--- src/rtl/dmem_arbiter.sv ---
// Arbitrates the single data_mem port between the CPU (fixed priority) and the host (bounded wait).
// Optional grant/stall statistics counters are enabled with `define DMEM_ARB_STATS_EN.
module dmem_arbiter #(
  parameter int AW       = 8,
  parameter int DW       = 8,
  parameter int MAX_WAIT = 4
) (
  input  logic          CLK,
  input  logic          reset_n,
  input  logic          cpu_req,
  input  logic          cpu_we,
  input  logic [AW-1:0] cpu_addr,
  input  logic [DW-1:0] cpu_wdata,
  output logic          cpu_gnt,
  output logic          cpu_rvalid,
  output logic [DW-1:0] cpu_rdata,
  input  logic          host_req,
  input  logic          host_we,
  input  logic [AW-1:0] host_addr,
  input  logic [DW-1:0] host_wdata,
  output logic          host_gnt,
  output logic          host_rvalid,
  output logic [DW-1:0] host_rdata,
  output logic [AW-1:0] mem_addr,
  output logic          mem_wr_en,
  output logic [DW-1:0] mem_wdata,
  input  logic [DW-1:0] mem_rdata
`ifdef DMEM_ARB_STATS_EN
  ,
  input  logic          stats_clr,
  output logic [15:0]   cpu_gnt_ct,
  output logic [15:0]   host_gnt_ct,
  output logic [15:0]   host_stall_ct
`endif
);

  localparam logic [3:0] MAX_W = 4'(MAX_WAIT);

  logic [3:0] wait_ct;
  logic [3:0] wait_ct_nxt;
  logic       force_host;
  logic       cpu_rd_gnt;
  logic       host_rd_gnt;

  // A host that has been refused MAX_WAIT times in a row overrides CPU priority.
  always_comb begin
    force_host = host_req && (wait_ct == MAX_W);
    cpu_gnt    = 1'b0;
    host_gnt   = 1'b0;
    if (force_host) begin
      host_gnt = 1'b1;
    end else if (cpu_req) begin
      cpu_gnt = 1'b1;
    end else if (host_req) begin
      host_gnt = 1'b1;
    end
  end

  // With no grant the CPU fields sit on the bus but writes stay disabled.
  always_comb begin
    mem_addr  = cpu_addr;
    mem_wdata = cpu_wdata;
    mem_wr_en = 1'b0;
    if (host_gnt) begin
      mem_addr  = host_addr;
      mem_wdata = host_wdata;
      mem_wr_en = host_we;
    end else if (cpu_gnt) begin
      mem_wr_en = cpu_we;
    end
  end

  always_comb begin
    wait_ct_nxt = wait_ct;
    if (!host_req || host_gnt) begin
      wait_ct_nxt = 4'd0;
    end else if (wait_ct < MAX_W) begin
      wait_ct_nxt = wait_ct + 4'd1;
    end
  end

  always_ff @(posedge CLK or negedge reset_n) begin
    if (!reset_n) begin
      wait_ct <= 4'd0;
    end else begin
      wait_ct <= wait_ct_nxt;
    end
  end

  assign cpu_rd_gnt  = cpu_gnt && !cpu_we;
  assign host_rd_gnt = host_gnt && !host_we;

  // Read data is captured at the grant edge and held until the next read grant.
  always_ff @(posedge CLK or negedge reset_n) begin
    if (!reset_n) begin
      cpu_rvalid <= 1'b0;
      cpu_rdata  <= '0;
    end else begin
      cpu_rvalid <= cpu_rd_gnt;
      if (cpu_rd_gnt) begin
        cpu_rdata <= mem_rdata;
      end
    end
  end

  always_ff @(posedge CLK or negedge reset_n) begin
    if (!reset_n) begin
      host_rvalid <= 1'b0;
      host_rdata  <= '0;
    end else begin
      host_rvalid <= host_rd_gnt;
      if (host_rd_gnt) begin
        host_rdata <= mem_rdata;
      end
    end
  end

`ifdef DMEM_ARB_STATS_EN
  logic host_stall;
  assign host_stall = host_req && !host_gnt;

  // Saturating counters; a clear in the same cycle as an increment wins.
  always_ff @(posedge CLK or negedge reset_n) begin
    if (!reset_n) begin
      cpu_gnt_ct    <= 16'd0;
      host_gnt_ct   <= 16'd0;
      host_stall_ct <= 16'd0;
    end else if (stats_clr) begin
      cpu_gnt_ct    <= 16'd0;
      host_gnt_ct   <= 16'd0;
      host_stall_ct <= 16'd0;
    end else begin
      if (cpu_gnt && (cpu_gnt_ct != 16'hFFFF)) begin
        cpu_gnt_ct <= cpu_gnt_ct + 16'd1;
      end
      if (host_gnt && (host_gnt_ct != 16'hFFFF)) begin
        host_gnt_ct <= host_gnt_ct + 16'd1;
      end
      if (host_stall && (host_stall_ct != 16'hFFFF)) begin
        host_stall_ct <= host_stall_ct + 16'd1;
      end
    end
  end
`endif

endmodule

--- config.mk ---
export PLATFORM = sky130hd
export DESIGN_NAME = dmem_arbiter
export DESIGN_NICKNAME = d
export VERILOG_FILES = /design/src/rtl/dmem_arbiter.sv
export SDC_FILE = /design/constraint.sdc
export NUM_CORES = 1
export LEC_CHECK = 0
export ABC_CLOCK_PERIOD_IN_PS = 1500
export BUFFER_PORTS_ARGS = -buffer_cell sky130_fd_sc_hd__buf_2
export CORE_MARGIN = 3
export CORE_UTILIZATION = 36
export DETAILED_ROUTE_END_ITERATION = 12
export PLACE_DENSITY_LB_ADDON = 0.12
export SLEW_MARGIN = 25
export SYNTH_ARGS = -nofsm -noshare
export SYNTH_HDL_FRONTEND = slang
export SYNTH_SLANG_ARGS = --single-unit
--- constraint.sdc ---
create_clock -name CLK -period 1.5 [get_ports CLK]
set_input_delay 0.075 -clock CLK [delete_from_list [all_inputs] [get_ports CLK]]
set_output_delay 0.075 -clock CLK [all_outputs]
set_load 0.02 [all_outputs]
### Word-level counts from Yosys, hierarchy flattened

Index checks and enable logic that the tools add are counted.

* register bits after elaboration: 22
* output and inout bits: 37
* word-level logic and storage cells: 27

* add/subtract/negate cells: 1
* order comparisons: 1
* equality and inequality tests: 1
* mux-type cells: 11
* reductions and logical operators: 8

Operator list (number)
* 8-bit two-way mux: 2
* 4-bit two-way mux: 2
* 1-bit two-way mux: 7
* 4-bit by 1-bit adder with 4-bit output, second input constant: 1
* 4-bit by 3-bit equality test with 1-bit output, second input constant: 1
* 4-bit by 3-bit < comparator with 1-bit output, second input constant: 1
* 1-bit logical AND: 3
* 1-bit zero test: 3
* 2-bit nonzero test: 1
* 1-bit logical OR: 1

### Logic depth before layout (Yosys ltp)

Gate-level depths: netlist of run 1.

* depth in word-level cells: 5
* gate-level depth with buffers: 6
* gate-level depth less buffers: 5

### Worst setup path after synthesis of run 1

OpenSTA, ideal clock, no wires.

* kind: reg2out
* start point: reg wait_ct[0]
* end point: out mem_addr[0]
* arrival time: 1591 ps
* required time: 1425 ps
* setup slack: -166 ps
* cell stages (with the launch flop): 7
* path through: dfrtp_1 -> inv_1 -> ha_1 -> nand3b_4 -> a21boi_4 -> buf_12 -> mux2_4

* word-level cells in the longest chain between the ends: 4

RTL lines
* from (decl): RTL line 39 `logic [3:0] wait_ct;`
* from (signal assigned): RTL line 86 `wait_ct <= wait_ct_nxt;`
* 4-bit by 3-bit equality test with 1-bit output: RTL line 47 `force_host = host_req && (wait_ct == MAX_W);`
* 1-bit logical AND: RTL line 47
* 1-bit two-way mux: RTL line 50 `if (force_host) begin`
* via host_gnt: RTL line 21 `output logic host_gnt,`
* 8-bit two-way mux: RTL line 64 `if (host_gnt) begin`
* to (decl): RTL line 24 `output logic [AW-1:0] mem_addr,`

The timed path passes the listed nets, and every way through them passes these cells.

### Worst setup path in the final report of run 1

* start point: reg wait_ct[1]
* end point: out mem_addr[4]

* word-level cells in the longest chain between the ends: 4

RTL lines (RTL line)
* 4-bit by 3-bit equality test with 1-bit output: 47
* 1-bit logical AND: 47
* 1-bit two-way mux: 50
* 8-bit two-way mux: 64

Every way passes these cells.

==> flow_summary_export.csv, run 1 <==
group,metric,value,unit
status,status,"finished, violations left",
status,failed_checks,"setup timing",
power,power.total,1.76,mW
clock_network,h-tree-depth,1,
synthesis,synth.most_common_cell,"mux2_2",
floorplan,initial_utilization,39.8,%
sta,finalHoldWorstSlack,0.0176,ns
clock_network,clock_latency,0.31,ns
sta,setup_viol,29,
setup_path,path_max_fanout,17,
synthesis,synth-edff-count,0,
flow_run,maxCapViolCount,0,
synthesis,ys_types,22,
synthesis,synth_fp_nets,128,
clock_network,cts_sinks,22,
detailed_routing,wl_per_cell,12.9,um
clock_network,cts_tree,"done",
setup_path,reg2regPathDepth,6,
floorplan,design.core.area,2900,um^2
detailed_routing,first_iter_violations,18,
sta,rsz0062_at_grt,"true",
worst_hold_path,hp-start,"mem_rdata[5]",
sta,setup_ws,-0.463,ns
grt,grt-ovfl-total,0,
floorplan,placementRows,19,
synthesis,synth_warnings,0,
grt,grt_pass1_wl,4570,um
synthesis,yosys-top-cells-area,"dfrtp_1 48%, mux2_2 23%, mux2_4 10%",
sta,fmax,509,MHz
sta,skew,0.00631,ns
setup_path,cp-startpoint,"wait_ct[1]$_DFFE_PN0P_",
setup_path,r2r_slack,-0.08,ns
floorplan,die_h,62.6,um
final_layout,fin_nets,231,
floorplan,die_w,62.6,um
placed_design,place_congestion,0.725,
sta,hold_viol_final,0,
sta,post-route-period-util,131,%
detailed_routing,routed_wl,2900,um
setup_path,cp_cell_sequence,"inv_2, ha_4, nand3b_4, a21boi_4, buf_12, mux2_2, buf_4",
placed_design,pre_cts_slack,-0.114,ns
detailed_routing,vias,1014,
synthesis,async_flop_share,100,%
setup_path,cp.arrival,1.89,ns
synthesis,synthFlopType,"dfrtp_1",
floorplan,dieArea,3920,um^2
synthesis,synthCells,80,
final_layout,antenna_cells,0,
worst_hold_path,min_path_cells,2,
clock_network,root_buffer,"clkbuf_4",
sta,tns,-7.86,ns
sta,slew_headroom,68.0,%
setup_path,cpMaxStageDelayCell,"dfrtp_1",
final_layout,area_growth,69.6,%
floorplan,io_pins,83,
setup_path,setup.worst_path.class,"register to output pin",
synthesis,syn_avg_cell_area,14.4,um^2
final_layout,stdcell_count,224,
sta,maxSlewViolCount,0,
power,ir_worst_vdd,0.000578,V
final_layout,fillers,221,
worst_hold_path,holdPathEnd,"host_rdata[5]$_DFFE_PN0P_",
setup_path,cp.required,1.42,ns
final_layout,drive_gt1_share,75.8,%
synthesis,ys_seq_area_share,47.7,%
synthesis,yosys-top-cells-count,"24 x mux2_2, 22 x dfrtp_1, 8 x mux2_4",
setup_path,critPathLaunchType,"register",
setup_path,worstReg2RegEnd,"cpu_rdata[3]$_DFFE_PN0P_",
placed_design,port-buffer-count,82,
setup_path,crit-reg2reg-launch,"wait_ct[1]$_DFFE_PN0P_",
worst_hold_path,hold_path.class,"input pin to register",
clock_network,clockBufferDepth,2,
placed_design,placed_cells,208,
detailed_routing,vias_per_cell,4.53,
grt,grt_antenna_before_repair,0,
synthesis,synth_seq_cells,22,
detailed_routing,first_pass_iters,4,
setup_path,cp_slowest_stage_delay,0.41,ns
grt,grt_pass1_vias,1081,
synthesis,synth_top_area_share,47.7,%
detailed_routing,drc_errors,0,
setup_path,end_kind,"output pin",
sta,worst_slew_pin_slew,0.480,ns
clock_network,numCtsBuffers,3,
power,p_leak,1.01,nW
detailed_routing,postRouteAntennaNets,0,
synthesis,syn_area,1150,um^2
grt,grt_max_degree,23,
synthesis,yosys.area.top_type,"dfrtp_1",
grt,grt.total_usage,14.3,%
sta,period_needed,1.96,ns
power,power.density,901,nW/um^2
clock_network,clkSlewWorstSetupHoldPaths,0.12,ns
[worst max-delay path, delay by kind of cell, from the launching register on]
family / cells / cell delay, ns
adders and majority gates: 1 / 0.14
AOI/OAI and AO/OA: 1 / 0.17
muxes: 1 / 0.35
DFF: 1 / 0.41
buffers and inverters: 3 / 0.41
and+or+nand+nor: 1 / 0.11
[placed cells by master (no fill, tap or decap), types with 2 or more instances in the layout]
master,netlist,final
buf_2,1,68
mux2_4,8,17
buf_4,0,13
clkbuf_4,0,3
mux2_2,24,15
dlygate4sd3_1,0,7
dfrtp_1,22,22
inv_2,0,2
nor2_1,3,3
inv_1,4,2
buf_12,1,2
buf_6,0,9
a21oi_1,2,2
[kinds of logic (layout without fill, tap and decap cells)]
group / after synthesis / after routing / synth area share, %
AOI/OAI and AO/OA: 6 / 6 / 5.21
xor gates and xnor gates: 1 / 1 / 0.759
adders and majority gates: 2 / 2 / 2.17
buffers and inverters: 6 / 108 / 3.47
DFF: 22 / 22 / 47.7
muxes: 32 / 32 / 33.8
and+or+nand+nor: 11 / 11 / 6.83
[final cells by class]
class                   count  area (um^2)  area share, %
clock inverters             1         30.0           1.53
multi-input cells          52          612           31.3
clock buffers               3         22.5           1.15
repair buffers            100          674           34.5
inverters                   4         15.0          0.767
well taps                  42         52.6           2.69
flip-flops and latches     22          551           28.1
[state kept, by name (all words and copies together), names as in the netlist]
| signal | cells |
|---|---|
| host_rdata | 8 |
| cpu_rvalid | 1 |
| cpu_rdata | 8 |
| host_rvalid | 1 |
| wait_ct | 4 |
[stage by stage]
step	util (%)	cell area, um^2
after global routing	67.5	1960
after floorplan	-	1170
after global placement	57.7	1670
final	67.5	1960
after CTS	62.9	1820
after detailed placement	57.7	1670
[metal layers]
| layer | vias to the layer above | track usage [%] | routed length (um) |
|---|---|---|---|
| met5 | - | 0 | 0 |
| met4 | 0 | 0.826 | 0 |
| met3 | 0 | 5.04 | 153 |
| met2 | 34 | 29.3 | 1700 |
| met1 | 490 | 14.0 | 1040 |
| li1 | 490 | - | - |
[worst max-delay path by stage]
stage	slack (ns)	cells after the start	end
final	-0.46	7	mem_addr[4]
after detailed placement	-0.11	7	mem_wdata[7]
after global placement	-0.09	7	mem_wdata[7]
after floorplan	-0.09	6	mem_addr[0]
after CTS	-0.47	7	mem_wdata[7]
after global routing	-0.55	7	mem_addr[4]
[repair_timing]
action	4_1_cts	5_1_grt
gates resized for setup	7	26
gates cloned	0	1
pin swaps	0	2
endpoints found under the setup margin	21	35
endpoints found under the hold margin	32	1
hold buffers	6	1
buffers inserted	2	2
[report_power, final]
| part | leakage [nW] | internal (mW) | switching [mW] |
|---|---|---|---|
| registers | 0.270 | 0.670 | 0.0373 |
| clock network | 0.0279 | 0.270 | 0.179 |
| logic | 0.717 | 0.315 | 0.292 |
Power figures use the tool's default switching activity.
==> inputs of run 2 (changes only) <==
--- a/config.mk
+++ b/config.mk
@@ -11,4 +11,6 @@
 export CORE_UTILIZATION = 36
+export CTS_CLUSTER_DIAMETER = 150
 export DETAILED_ROUTE_END_ITERATION = 12
 export PLACE_DENSITY_LB_ADDON = 0.12
+export SKIP_LAST_GASP = 1
 export SLEW_MARGIN = 25
==> constraint.sdc (replaced) <==
create_clock -name CLK -period 1.5 [get_ports CLK]
set_input_delay 0.3 -clock CLK [delete_from_list [all_inputs] [get_ports CLK]]
set_output_delay 0.3 -clock CLK [all_outputs]
set_load 0.02 [all_outputs]
==> run 2 against run 1 <==
  * Via count grew 0.69%
  * First-iteration DRC count shrank 17%
  * Critical path type unchanged
  * The run still ends with setup timing left
  * Utilization shrank 0.13 points
  * Sequential power is essentially flat
  * Wire length grew 0.93%
  * Worst hold slack gained 0.21 ns
==> flow_summary_export.csv, run 2 (same netlist as run 1, synthesis figures left out) <==
group,metric,value,unit
status,status,"finished, violations left",
status,failed_checks,"setup timing",
setup_path,setup.worst_path.class,"register to output pin",
sta,tns,-13.06,ns
floorplan,placementRows,19,
grt,grt_use_met1,17.1,%
worst_hold_path,min_path_cells,2,
setup_path,end_kind,"output pin",
placed_design,dp_hpwl,2200,um
grt,grt_antenna_before_repair,0,
detailed_routing,vias_per_cell,4.50,
sta,hold_viol_final,0,
clock_network,clock_latency,0.30,ns
sta,slew_headroom,67.5,%
grt,grt.busiest_layer,"met2",
placed_design,place_congestion,0.762,
final_layout,antenna_cells,0,
sta,post-route-period-util,142,%
setup_path,worstReg2RegEnd,"host_rdata[7]$_DFFE_PN0P_",
worst_hold_path,holdPathEnd,"cpu_rdata[2]$_DFFE_PN0P_",
floorplan,dieArea,3920,um^2
power,power.density,888,nW/um^2
final_layout,fillers,242,
power,ir_worst_vdd,0.000618,V
detailed_routing,first_pass_iters,3,
sta,rsz0062_at_grt,"true",
clock_network,numCtsBuffers,3,
final_layout,area_growth,69.3,%
placed_design,port-buffer-count,82,
final_layout,fin_nets,234,
setup_path,path_max_fanout,13,
final_layout,fin_area,1950,um^2
flow_run,maxCapViolCount,0,
grt,met2_usage,29.8,%
sta,skew,0.00213,ns
sta,setup_viol,27,
floorplan,die_w,62.6,um
sta,period_needed,2.13,ns
grt,use_met3,4.32,%
grt,grt_pass1_vias,1109,
detailed_routing,routed_wl,2930,um
clock_network,clkSlewWorstSetupHoldPaths,0.12,ns
worst_hold_path,hp-start,"mem_rdata[2]",
clock_network,cts_sinks,22,
clock_network,root_buffer,"clkbuf_4",
grt,grt-ovfl-total,0,
detailed_routing,first_iter_violations,15,
detailed_routing,wl_per_cell,12.9,um
final_layout,drive_gt1_share,79.5,%
setup_path,r2r_slack,-0.30,ns
floorplan,io_pins,83,
clock_network,h-tree-depth,1,
setup_path,reg2regPathDepth,9,
final_layout,layout_commonest_cell,"buf_2",
detailed_routing,vias,1021,
worst_hold_path,hold_path.class,"input pin to register",
clock_network,clockBufferDepth,2,
clock_network,cts_tree,"done",
detailed_routing,postRouteAntennaNets,0,
floorplan,initial_utilization,39.8,%
placed_design,dpl_cell_area,1710,um^2
setup_path,cp.arrival,1.83,ns
sta,setup_ws,-0.628,ns
floorplan,die_h,62.6,um
floorplan,design.core.area,2900,um^2
grt,grt.total_usage,15.3,%
setup_path,critPathLaunchType,"register",
sta,maxSlewViolCount,0,
sta,worst_slew_pin_slew,0.488,ns
grt,grt_pass1_wl,4970,um
detailed_routing,drc_errors,0,
final_layout,top_regs,"cpu_rdata: 8 flops, host_rdata: 8 flops, wait_ct: 4 flops",
setup_path,cp.required,1.20,ns
sta,fmax,470,MHz
final_layout,final_cell_mix,"81 x buf_2, 22 x dfrtp_1, 16 x mux2_4, 16 x mux2_2, 10 x buf_4",
grt,grt_max_degree,23,
power,power.total,1.74,mW
setup_path,crit-reg2reg-launch,"wait_ct[1]$_DFFE_PN0P_",
power,p_leak,1.04,nW
## run 2: cell count changes in the layout (fill, tap and decap cells not counted), moves of 2 or more
| cell | before | now |
|---|---|---|
| buf_2 | 68 | 81 |
| buf_6 | 9 | 6 |
| dlygate4sd3_1 | 7 | 1 |
| buf_4 | 13 | 10 |
| nand3b_4 | 1 | 3 |
## run 2: worst max path at each step
stage,from,endpoint,slack [ns],cells past startpoint
final,wait_ct[1]$_DFFE_PN0P_,mem_addr[5],-0.63,7
after global routing,wait_ct[1]$_DFFE_PN0P_,mem_addr[3],-0.75,7
after CTS,wait_ct[1]$_DFFE_PN0P_,mem_addr[3],-0.65,7
after detailed placement,wait_ct[1]$_DFFE_PN0P_,mem_addr[3],-0.29,7
after global placement,wait_ct[1]$_DFFE_PN0P_,mem_addr[3],-0.28,7
after floorplan,wait_ct[0]$_DFFE_PN0P_,mem_addr[0],-0.32,6
## run 2: final cells by class
class | instances | area [um^2] | share of cell area (%)
clock buffers | 3 | 22.5 | 1.15
clock inverters | 1 | 30.0 | 1.54
inverters | 4 | 15.0 | 0.769
multi-input cells | 53 | 637 | 32.6
flip-flops and latches | 22 | 551 | 28.2
well taps | 42 | 52.6 | 2.69
repair buffers | 102 | 646 | 33.1
## run 2: layer usage
layer  part of all wire [%]  up-vias
met5                      0        -
met4                      0        0
met2                     55       33
met3                    5.5        0
met1                     39      491
li1                       -      497
## run 2: through the flow
stage	std cells	util (%)	hold WS, ns	setup slack, ns
after floorplan	80	-	0.00441	-0.317
after global placement	213	59.0	0.275	-0.275
after detailed placement	213	59.0	0.282	-0.294
after CTS	227	66.1	0.219	-0.651
after global routing	227	67.3	0.212	-0.754
final	227	67.3	0.231	-0.628
## run 2: what timing repair did
| item | 4_1_cts | 5_1_grt |
|---|---|---|
| hold buffers | 1 | 0 |
| resized for setup | 13 | 8 |
| cloned | 2 | 0 |
| pin swaps | 3 | 1 |
| hold endpoints to repair | 22 | 0 |
| endpoints found under the setup margin | 35 | 35 |
| setup buffers | 8 | 3 |
## run 2: power by group
| group | total [mW] | switching (mW) | internal [mW] |
|---|---|---|---|
| sequential | 0.707 | 0.0369 | 0.670 |
| clock | 0.448 | 0.178 | 0.270 |
| combinational | 0.581 | 0.289 | 0.292 |
| total | 1.74 | 0.504 | 1.23 |
## run 2: worst max-delay path, cell delays in order (launching register included)
cell      delay, ns
dfrtp_1        0.40
inv_2          0.07
ha_4           0.14
nand3b_4       0.09
a21boi_4       0.17
buf_12         0.17
mux2_2         0.33
buf_2          0.16
==> inputs of run 3 (changes only) <==
Settings changed: BUFFER_PORTS_ARGS -buffer_cell sky130_fd_sc_hd__buf_2 to -buffer_cell sky130_fd_sc_hd__buf_4, CORE_MARGIN 3 to 8.
==> run 3 against run 2 <==
  * The flow still finishes with violations (setup timing)
  * Critical path type unchanged
  * Register-to-register slack better by 0.21 ns
  * Utilization hardly changed
  * Worst hold slack worse by 0.010 ns
  * Power is 4.5% higher
  * Via count is 1.1% lower
  * Largest power group unchanged
  * First-iteration DRC count grew to 3.0 times the previous value
  * Clock skew is 0.0045 ns higher
  * Count of clock-buffer cells in the layout stayed put
  * Global-route usage is 2.3 points lower
  * Combinational power is 12% higher
  * Design area is 5.3% higher
==> flow_summary_export.csv, run 3 (same netlist as run 1, synthesis figures left out) <==
group,metric,value,unit
status,status,"finished, violations left",
status,failed_checks,"setup timing",
final_layout,seqCellArea,551,um^2
detailed_routing,routed_wl,3450,um
power,p_leak,1.04,nW
setup_path,setup.worst_path.class,"register to output pin",
floorplan,die_w,72.6,um
setup_path,critPathLaunchType,"register",
final_layout,top_regs,"cpu_rdata: 8 flops, host_rdata: 8 flops, wait_ct: 4 flops",
clock_network,h-tree-depth,1,
final_layout,final_cell_mix,"90 x buf_4, 23 x mux2_2, 22 x dfrtp_1, 9 x mux2_4, 6 x buf_6",
setup_path,path_max_fanout,18,
setup_path,crit_end,"mem_addr[4]",
detailed_routing,vias,1010,
sta,maxSlewViolCount,0,
clock_network,clockBufferDepth,2,
detailed_routing,wl_per_cell,15.3,um
floorplan,design.core.area,3050,um^2
grt,grt.total_usage,13.1,%
clock_network,root_buffer,"clkbuf_4",
detailed_routing,drc_errors,0,
setup_path,crit-reg2reg-launch,"wait_ct[1]$_DFFE_PN0P_",
sta,skew,0.00659,ns
final_layout,stdcell_count,225,
placed_design,port-buffer-count,82,
detailed_routing,postRouteAntennaNets,0,
placed_design,dpl_cell_area,1910,um^2
sta,setup_viol,35,
clock_network,numCtsBuffers,3,
grt,grt_pass1_wl,5530,um
setup_path,end_kind,"output pin",
floorplan,io_pins,83,
floorplan,die_h,72.6,um
grt,grt_pass1_vias,1160,
final_layout,drive_gt1_share,79.0,%
detailed_routing,first_iter_violations,45,
grt,grt_max_degree,23,
power,power.total,1.81,mW
power,power.density,882,nW/um^2
worst_hold_path,hp-start,"mem_rdata[6]",
sta,setup_ws,-0.678,ns
floorplan,initial_utilization,37.8,%
final_layout,area_growth,78.3,%
sta,fmax,459,MHz
setup_path,worstReg2RegEnd,"host_rdata[4]$_DFFE_PN0P_",
worst_hold_path,hold_path.class,"input pin to register",
detailed_routing,wl_met3,259,um
flow_run,maxCapViolCount,0,
final_layout,final_core_util,67.4,%
clock_network,cts_tree,"done",
setup_path,cp.arrival,1.88,ns
sta,hold_viol_final,0,
setup_path,cp.required,1.20,ns
detailed_routing,vias_per_cell,4.49,
sta,worst_slew_pin_slew,0.272,ns
power,ir_worst_vdd,0.000734,V
placed_design,dp_hpwl,2820,um
detailed_routing,wl_met2,2030,um
sta,finalHoldWorstSlack,0.221,ns
final_layout,multi_input_area,611,um^2
final_layout,layout_commonest_cell,"buf_4",
final_layout,antenna_cells,0,
setup_path,cp-startpoint,"wait_ct[1]$_DFFE_PN0P_",
final_layout,fin_nets,230,
detailed_routing,first_pass_iters,3,
grt,grt_antenna_before_repair,0,
sta,tns,-12.72,ns
clock_network,clkSlewWorstSetupHoldPaths,0.12,ns
sta,period_needed,2.18,ns
clock_network,clock_latency,0.31,ns
final_layout,fin_area,2060,um^2
placed_design,placed_cells,216,
detailed_routing,top_layer_used,"met4",
placed_design,place_congestion,0.713,
final_layout,fillers,256,
setup_path,r2r_slack,-0.09,ns
placed_design,pre_cts_slack,-0.321,ns
clock_network,cts_sinks,22,
detailed_routing,wl_met1,1120,um
sta,rsz0062_at_grt,"true",
setup_path,reg2regPathDepth,7,
sta,slew_headroom,81.8,%
sta,post-route-period-util,145,%
grt,grt-ovfl-total,0,
floorplan,dieArea,5270,um^2
floorplan,placementRows,20,
==> run 3: cell types whose count changed in the layout (fill, tap and decap cells not counted) <==
cell	previous run	this run
mux2_4	16	9
buf_16	1	0
buf_4	10	90
mux2_2	16	23
buf_12	3	1
buf_2	81	0
==> run 3: where the power goes <==
| part | switching (mW) | internal (mW) | total [mW] |
|---|---|---|---|
| clock network | 0.181 | 0.270 | 0.451 |
| logic | 0.293 | 0.360 | 0.653 |
| registers | 0.0397 | 0.670 | 0.709 |
| total | 0.514 | 1.30 | 1.81 |
==> run 3: timing repair <==
item	in CTS	in global routing
setup endpoints to repair	35	36
gates resized for setup	8	2
pin swaps	3	1
endpoints found under the hold margin	22	0
hold buffers	1	0
cloned	1	0
setup buffers	3	2
==> run 3: critical path, cell delays in order, from the launching register on <==
cell	delay (ns)
dfrtp_1	0.41
inv_2	0.08
ha_4	0.15
nand3b_4	0.09
a21boi_4	0.16
buf_12	0.18
mux2_2	0.35
buf_4	0.16
==> run 3: cell type report <==
class	count	area share [%]
clock inverters	1	1.46
multi-input cells	53	29.7
clock buffers	3	1.09
flip-flops and latches	22	26.8
repair buffers	98	37.6
inverters	4	0.730
well taps	44	2.68
==> run 3: layer usage <==
| metal | track usage [%] | vias to the layer above |
|---|---|---|
| met5 | 0 | - |
| met4 | 2.67 | 0 |
| met3 | 5.49 | 5 |
| met2 | 24.1 | 32 |
| met1 | 13.3 | 482 |
| li1 | - | 491 |
==> run 3: how the worst min path moves through the flow <==
stage	depth (start not counted)	end	slack [ns]
3_3_place_gp	1	cpu_rdata[1]$_DFFE_PN0P_	0.20
6_report	2	cpu_rdata[6]$_DFFE_PN0P_	0.22
4_1_cts	2	cpu_rdata[1]$_DFFE_PN0P_	0.21
5_1_grt	2	host_rdata[2]$_DFFE_PN0P_	0.20
3_5_place_dp	1	cpu_rdata[6]$_DFFE_PN0P_	0.20
2_1_floorplan	0	cpu_rdata[0]$_DFFE_PN0P_	0.004
